**config.mk**
```make
export PLATFORM = sky130hd
export DESIGN_NAME = ea_sequencer
export DESIGN_NICKNAME = d
export VERILOG_FILES = /design/src/rtl/ea_sequencer.sv
export SDC_FILE = /design/constraint.sdc
export NUM_CORES = 1
export LEC_CHECK = 0
export CORE_ASPECT_RATIO = 0.6
export CORE_MARGIN = 5
export CORE_UTILIZATION = 41
export CTS_BUF_LIST = sky130_fd_sc_hd__clkbuf_8
export DETAILED_ROUTE_END_ITERATION = 8
export GPL_TIMING_DRIVEN = 0
export PLACE_DENSITY_LB_ADDON = 0.25
export SLEW_MARGIN = 0
export SYNTH_ARGS = -nofsm -noshare
export SYNTH_HDL_FRONTEND = slang
export SYNTH_SLANG_ARGS = --single-unit
```
**constraint.sdc**
```tcl
create_clock -name clock_i -period 1.54 [get_ports clock_i]
set_input_delay 0.308 -clock clock_i [delete_from_list [all_inputs] [get_ports clock_i]]
set_output_delay 0.308 -clock clock_i [all_outputs]
set_load 0.02 [all_outputs]
```
**src/rtl/ea_sequencer.sv**
```systemverilog
// Effective-address engine for direct, indirect and auto-index memory-reference instructions.
// Define AUTOINDEX_EN to build the auto-index read-modify-write path (AUT_INC/AUT_WR).
module ea_sequencer #(
    parameter int WORD_W  = 12,
    parameter int OFF_W   = 7,
    parameter int AUTO_LO = 8,
    parameter int AUTO_HI = 15,
    parameter int TIMEOUT = 64
) (
    input  logic              clock_i,
    input  logic              reset_i,
    input  logic              start_i,
    input  logic [WORD_W-1:0] ir_i,
    input  logic [WORD_W-1:0] pc_i,
    output logic [WORD_W-1:0] mem_addr_o,
    output logic              mem_rd_o,
    output logic              mem_wr_o,
    output logic [WORD_W-1:0] mem_wdata_o,
    input  logic [WORD_W-1:0] mem_rdata_i,
    input  logic              mem_done_i,
    output logic [WORD_W-1:0] ea_o,
    output logic              busy_o,
    output logic              done_o,
    output logic              err_o,
    output logic              auto_hit_o
);

    typedef enum logic [2:0] {
        IDLE,
        CALC,
        IND_RD,
`ifdef AUTOINDEX_EN
        AUT_INC,
        AUT_WR,
`endif
        DONE,
        ERR
    } state_e;

    localparam int CNT_W = (TIMEOUT > 1) ? $clog2(TIMEOUT) : 1;
    localparam logic [CNT_W-1:0] CNT_LAST = (TIMEOUT > 0) ? CNT_W'(TIMEOUT - 1) : '0;
    localparam logic [WORD_W-1:0] AUTO_LO_W = WORD_W'(AUTO_LO);
    localparam logic [WORD_W-1:0] AUTO_HI_W = WORD_W'(AUTO_HI);

    state_e            state_q, state_d;
    logic [WORD_W-1:0] mem_addr_q, mem_addr_d;
    logic [WORD_W-1:0] ea_q, ea_d;
    logic [CNT_W-1:0]  cnt_q, cnt_d;
`ifdef AUTOINDEX_EN
    logic [WORD_W-1:0] tmp_q, tmp_d;
    logic              auto_q, auto_d;
`endif

    logic [WORD_W-1:0] dir;
    logic              indirect;
    logic              in_auto;
    logic              timed_out;
    logic              unused_bits;

    // Page-zero or current-page address straight from the instruction.
    always_comb begin
        dir      = {{(WORD_W-OFF_W){1'b0}}, ir_i[OFF_W-1:0]};
        indirect = ir_i[OFF_W+1];
        if (ir_i[OFF_W]) begin
            dir = {pc_i[WORD_W-1:OFF_W], ir_i[OFF_W-1:0]};
        end
    end

    // mem_addr_q still holds the pointer address while the defer read is in flight.
    assign in_auto   = (mem_addr_q >= AUTO_LO_W) && (mem_addr_q <= AUTO_HI_W);
    assign timed_out = (TIMEOUT > 0) && (cnt_q == CNT_LAST);

`ifdef AUTOINDEX_EN
    assign unused_bits = ^{ir_i[WORD_W-1:OFF_W+2], pc_i[OFF_W-1:0]};
`else
    assign unused_bits = ^{ir_i[WORD_W-1:OFF_W+2], pc_i[OFF_W-1:0], in_auto};
`endif

    always_ff @(posedge clock_i) begin
        if (reset_i) begin
            state_q    <= IDLE;
            mem_addr_q <= '0;
            ea_q       <= '0;
            cnt_q      <= '0;
`ifdef AUTOINDEX_EN
            tmp_q      <= '0;
            auto_q     <= 1'b0;
`endif
        end else begin
            state_q    <= state_d;
            mem_addr_q <= mem_addr_d;
            ea_q       <= ea_d;
            cnt_q      <= cnt_d;
`ifdef AUTOINDEX_EN
            tmp_q      <= tmp_d;
            auto_q     <= auto_d;
`endif
        end
    end

    // The wait counter idles at zero so it is already clear on entry to a request state.
    always_comb begin
        state_d    = state_q;
        mem_addr_d = mem_addr_q;
        ea_d       = ea_q;
        cnt_d      = '0;
`ifdef AUTOINDEX_EN
        tmp_d      = tmp_q;
        auto_d     = auto_q;
`endif
        case (state_q)
            IDLE: begin
                if (start_i) begin
                    state_d = CALC;
                end
            end
            CALC: begin
`ifdef AUTOINDEX_EN
                auto_d = 1'b0;
`endif
                if (indirect) begin
                    mem_addr_d = dir;
                    state_d    = IND_RD;
                end else begin
                    ea_d    = dir;
                    state_d = DONE;
                end
            end
            IND_RD: begin
                if (mem_done_i) begin
`ifdef AUTOINDEX_EN
                    if (in_auto) begin
                        tmp_d   = mem_rdata_i;
                        auto_d  = 1'b1;
                        state_d = AUT_INC;
                    end else begin
                        ea_d    = mem_rdata_i;
                        state_d = DONE;
                    end
`else
                    ea_d    = mem_rdata_i;
                    state_d = DONE;
`endif
                end else if (timed_out) begin
                    state_d = ERR;
                end else begin
                    cnt_d = cnt_q + 1'b1;
                end
            end
`ifdef AUTOINDEX_EN
            AUT_INC: begin
                tmp_d   = tmp_q + 1'b1;
                state_d = AUT_WR;
            end
            AUT_WR: begin
                if (mem_done_i) begin
                    ea_d    = tmp_q;
                    state_d = DONE;
                end else if (timed_out) begin
                    state_d = ERR;
                end else begin
                    cnt_d = cnt_q + 1'b1;
                end
            end
`endif
            DONE: state_d = IDLE;
            ERR:  state_d = IDLE;
            default: state_d = IDLE;
        endcase
    end

    assign mem_addr_o = mem_addr_q;
    assign mem_rd_o   = (state_q == IND_RD);
    assign ea_o       = ea_q;
    assign busy_o     = (state_q != IDLE);
    assign done_o     = (state_q == DONE);
    assign err_o      = (state_q == ERR);

`ifdef AUTOINDEX_EN
    assign mem_wr_o    = (state_q == AUT_WR);
    assign mem_wdata_o = (state_q == AUT_WR) ? tmp_q : '0;
    assign auto_hit_o  = (state_q == DONE) && auto_q;
`else
    assign mem_wr_o    = 1'b0;
    assign mem_wdata_o = '0;
    assign auto_hit_o  = 1'b0;
`endif

endmodule

```
[Word level (Yosys, flattened, before mapping)]
Index checks and enable logic that the tools add are counted.
Storage, ports and cells
  RAM bits: 0
  flip-flop bits (word level): 33
  memories kept: 0
  bits in latches: 0
  memory bits (read-only): 0
  input bits: 40
Cells by class
  muxes and demuxes: 9
  $lt $le $gt $ge: 0
  add/subtract/negate cells: 1
  reductions and logical operators: 7
  bitwise operators: 1
  multiply operators: 0
  shifts and indexed selects: 0
  div/mod/pow operators: 0
  equal/unequal tests: 9
Operators with widths (number)
  two-way mux 12 bit: 3
  one-hot mux 12 bit (2 select lines): 1
  two-way mux 3 bit: 3
  one-hot mux 3 bit (3 select lines): 1
  adder 6 x 1 -> 6 bit (second input constant): 1
  equality test 3 x 2 -> 1 bit (second input constant): 2
  equality test 6 bit (second input constant): 1
  inequality test 2 bit (second input constant): 2
  AND reduction 2 bit: 2
  OR reduction 4 bit: 1
  equality test 3 x 1 -> 1 bit (second input constant): 1
  equality test 3 bit (second input constant): 1
  zero test 3 bit: 1
  inequality test 3 x 1 -> 1 bit (second input constant): 1
  AND reduction 3 bit: 1
  nonzero test 3 bit: 1
  inequality test 2 x 1 -> 1 bit (second input constant): 1
  nonzero test 2 bit: 1
  two-way mux 1 bit: 1
  inverter 1 bit: 1

[Logic depth before layout (Yosys ltp)]
Gate-level depths: netlist (run 1).
  depth in word-level cells: 4
  mapped depth: 6
  gate-level depth less buffers: 4

[Worst setup path after synthesis (run 1)]
No wires, ideal clock.
  kind: reg-to-reg
  from: register state_q[0]
  to: register ea_q[11], in the netlist ea_o[11]
  clock period less this slack: 1.417 ns
  setup slack: 0.123 ns
  cell stages (with the launch flop): 7
  data required time: 1.449 ns
  setup time: 0.091 ns
  arrival: 1.326 ns
  cells stage by stage: dfxtp_1 > buf_6 > or3b_4 > inv_2 > buf_6 > nand2_1 > a311oi_1
Between the ends
  word-level cells in the longest chain between the ends: 3
  elaborated cells on any way between the ends: 7
Ends and longest elaborated chain
  start, declared: line 45  | state_e state_q, state_d;
  start signal, assigned: line 90  | state_q <= state_d;
  equality test 3 x 2 -> 1 bit *
  via mem_rd_o: line 16  | output logic mem_rd_o,
  inequality test 2 x 1 -> 1 bit (no line) / nonzero test 2 bit (equally long branches)
  AND reduction 3 bit (no line)
  end signal, assigned: line 83  | ea_q <= '0;
  end signal, assigned: line 92  | ea_q <= ea_d;
  end, declared: line 47  | logic [WORD_W-1:0] ea_q, ea_d;
Mark *: on every way through the listed nets, which the timed path passes. The rest lies on a longest branch.
A chain may end at the register's enable or synchronous reset.

[Worst setup path after layout (run 1)]
  from: register state_q[2]
  to: output mem_rd_o
Between the ends
  word-level cells in the longest chain between the ends: 1
Ends and longest elaborated chain
  equality test 3 x 2 -> 1 bit: line 173  | assign mem_rd_o = (state_q == IND_RD);
  end, declared: line 16
Every way passes these cells.

==> flow_summary.ini, run 1 <==
[synth]
synthSimpleGateAreaFrac = 0.2675
synth_top_cell_area_share = 0.4204
synth_compound_area_frac = 0.1553
syn_area_per_cell_um2 = 8.495
ys.flop_type = dfxtp_1
ys_warn_count = 0
ys_seq_area_frac = 0.4204
ys_seq_elements = 33
synth_area_leader_cell = dfxtp_1
synthesis.area_um2 = 1572
synthMostInstantiatedCell = nand2_1
synth_cell_types = 35
synthMuxAreaShare = 0.006369
async_reset_ff_frac = 0
synth_cells = 185
synth_edf_count = 0
synthAdderAreaFrac = 0.007962
yosys-top-cells-count = 42 x nand2_1, 33 x dfxtp_1, 15 x nor3_1, 14 x buf_4, 13 x a21oi_1
synth_top_family_by_area = simple AND/OR/NAND/NOR gates
synth-xor-area-share = 0.01672
ys_top_cells_by_area = dfxtp_1 42%, nand2_1 10%, buf_4 6.7%, a311oi_2 5.7%, nor3_1 4.8%

[power]
power_frac_comb = 0.254
seqPwrFrac = 0.395
p_int_mw = 1.716
power_mw = 2.362
switchingPower_mw = 0.6460
powerDensity_nw_per_um2 = 956.0
p_clk_frac = 0.351
peakVddDrop_mv = 0.5021
p_leak_nw = 1.111
swShare = 0.2735

[timing]
finClkSkew_ps = 5.615
fin_crit_ps = 1652
finalSetupViolCount = 12
rsz0062_at_grt = true
postLayoutSetupSlackWorst_ps = -111.9
fin_setup_tns_ps = -232.3
finalHoldViolCount = 0
relSlewSlack = 0.5889
clock.fmax_mhz = 605.4
finalMaxSlewViolations = 0
period_share = 1.073
hold_ws_ps = 442.0
worstMarginPinSlew_ps = 616.6

[global_routing]
grt_pass1_wl_um = 7272
grt_pass1_vias = 1455
grt_usage = 0.1754
grt_overflow_total = 0
antenna_found_initial = 0
grt_max_degree = 13

[placed_design]
dp_hpwl_um = 3318
port_buffers = 55
post_dp_cell_area_um2 = 2230
gp_congestion = 0.7838
dp_cells = 300

[route]
wl_um = 4625
drc_errors = 0
vias_per_cell = 4.810
wl_met1_um = 2329
wl_met3_um = 316
drt-pass1-iter-count = 4
num_vias = 1515
final_antenna_net_count = 0
wl_per_cell_um = 14.68
drtIter0Drc = 64
dr_wl_met2_um = 1949
highest_layer = met4

[finish]
area_delta_synth_final_pct = 57.25
diodes = 0
stdcell_count = 315
final_nets = 308
fin_area_um2 = 2471
fill_cells = 303
layout-drive-gt1-share = 0.2164

[job]
drv_cap = 0

[die]
rows = 17
core_um2 = 3680
io_pins = 82
chipWidth_um = 89.93
initial_utilization = 0.4271
die-area_um2 = 5212
die_h_um = 57.96

[worst_setup_path]
crit_chain = buf_6, or3b_4, inv_8, buf_6
reg2reg_from = state_q[2]
worst-setup-path-type = reg2out
startpoint_type = register
critPathCaptureType = output port
crit_start = state_q[2]
crit_path_max_incr_delay_ps = 430
cp_slowest_cell = or3b_4
cp.required_ps = 1230
worstPathArrival_ps = 1340
cpMostUsedCell = buf_6
path_max_fanout = 6

[min_path]
hp-class = in2reg
hp-start = ir_i[7]

[cts]
cts_tree = built
cts-root-buf = clkbuf_8
clk_pin_slew_worst_paths_ps = 60
ctsHtreeMaxLevel = 2
clockBufferDepth = 2
cts.sinks = 33
clk-insertion-delay-late_ps = 290
cts_made_buffers = 5

[status]
status = complete, but fails checks
violations = negative setup slack
-- metrics by stage --
stage | util | setup slack, ps
final | 0.6715 | -111.9
after CTS | 0.6579 | -102.8
after global placement | 0.6059 | -469.9
after floorplan | - | 123.3
after detailed placement | 0.6059 | -483.7
after global routing | 0.6715 | -151.5
-- what timing repair did --
item,4_1_cts,5_1_grt
gates resized for setup,53,14
buffers inserted,9,0
endpoints found under the setup margin,34,24
hold buffers,0,0
endpoints found under the hold margin,0,0
pin swaps,3,0
cloned,0,1
-- critical path: cells and delay by family (launching register included) --
kind	cells	cell delay, ps
buf+inv	3	300
flops	1	330
simple gates	1	430
-- flip-flops by register name, indices dropped and copies added, names as in the netlist --
| signal | flops |
|---|---|
| cnt_q | 6 |
| ea_o | 12 |
| mem_addr_o | 12 |
| state_q | 3 |
-- kinds of logic (layout without fill, tap and decap cells) --
logic type	Yosys count	count (layout)
muxes	1	1
and+or+nand+nor	86	86
xor gates and xnor gates	3	3
adders and majority gates	1	1
DFF	33	33
other	1	14
buffers and inverters	30	100
AOI/OAI and AO/OA	30	30
-- layer usage --
layer / track usage / vias to the layer above
met2: 0.2594 / 43
met5: 0 / -
met4: 0.04459 / 0
li1: - / 780
met3: 0.07652 / 5
met1: 0.2352 / 687
-- final cells by class --
cell class | instances | area (um^2) | share of cell area
well taps | 47 | 58.81 | 0.02380
clock buffers | 6 | 82.58 | 0.03342
plain buffers | 25 | 192.7 | 0.07797
clock inverters | 2 | 33.78 | 0.01367
multi-input cells | 135 | 798.3 | 0.3230
repair buffers | 65 | 626.9 | 0.2537
flip-flops and latches | 33 | 663.1 | 0.2684
inverters | 2 | 15.01 | 0.006076
-- worst paths after layout --
path	endpoint	slack, ps	cells after the start
setup / recovery	mem_rd_o	-110	4
hold reg to reg	mem_addr_o[2]	450	2
hold / removal	mem_addr_o[11]	440	3
setup reg to reg	ea_o[7]	-30	6
-- power groups by stage --
stage                     Combinational (mW)  Sequential (mW)  Clock, mW
after floorplan                        0.277             1.00          0
after global placement                 0.550            0.949          0
after detailed placement               0.555            0.951          0
after CTS                              0.569            0.932      0.836
after global routing                   0.643            0.937      0.877
final                                  0.601            0.933      0.828
-- placed cells by master (no fill, tap or decap), drive strengths merged, types with 2 or more instances in the layout --
cell type       n
inv             3
dfxtp          33
or3             2
xor2            2
nand2          42
dlymetal6s2s    4
nor2            6
a21oi          13
nand3          12
conb           14
nor3           15
a311oi         12
clkbuf         11
dlygate4sd2    20
clkdlybuf4s50  27
buf            34
No activity file was read; power rests on OpenSTA's default activity.
==> inputs of run 2 (changes only) <==
--- a/config.mk
+++ b/config.mk
@@ -9,6 +9,7 @@
 export CORE_MARGIN = 5
 export CORE_UTILIZATION = 41
 export CTS_BUF_LIST = sky130_fd_sc_hd__clkbuf_8
+export CTS_CLUSTER_SIZE = 20
 export DETAILED_ROUTE_END_ITERATION = 8
 export GPL_TIMING_DRIVEN = 0
 export PLACE_DENSITY_LB_ADDON = 0.25
==> results of run 2 <==
Final layout, timing and power as in run 1 (identical DEF).
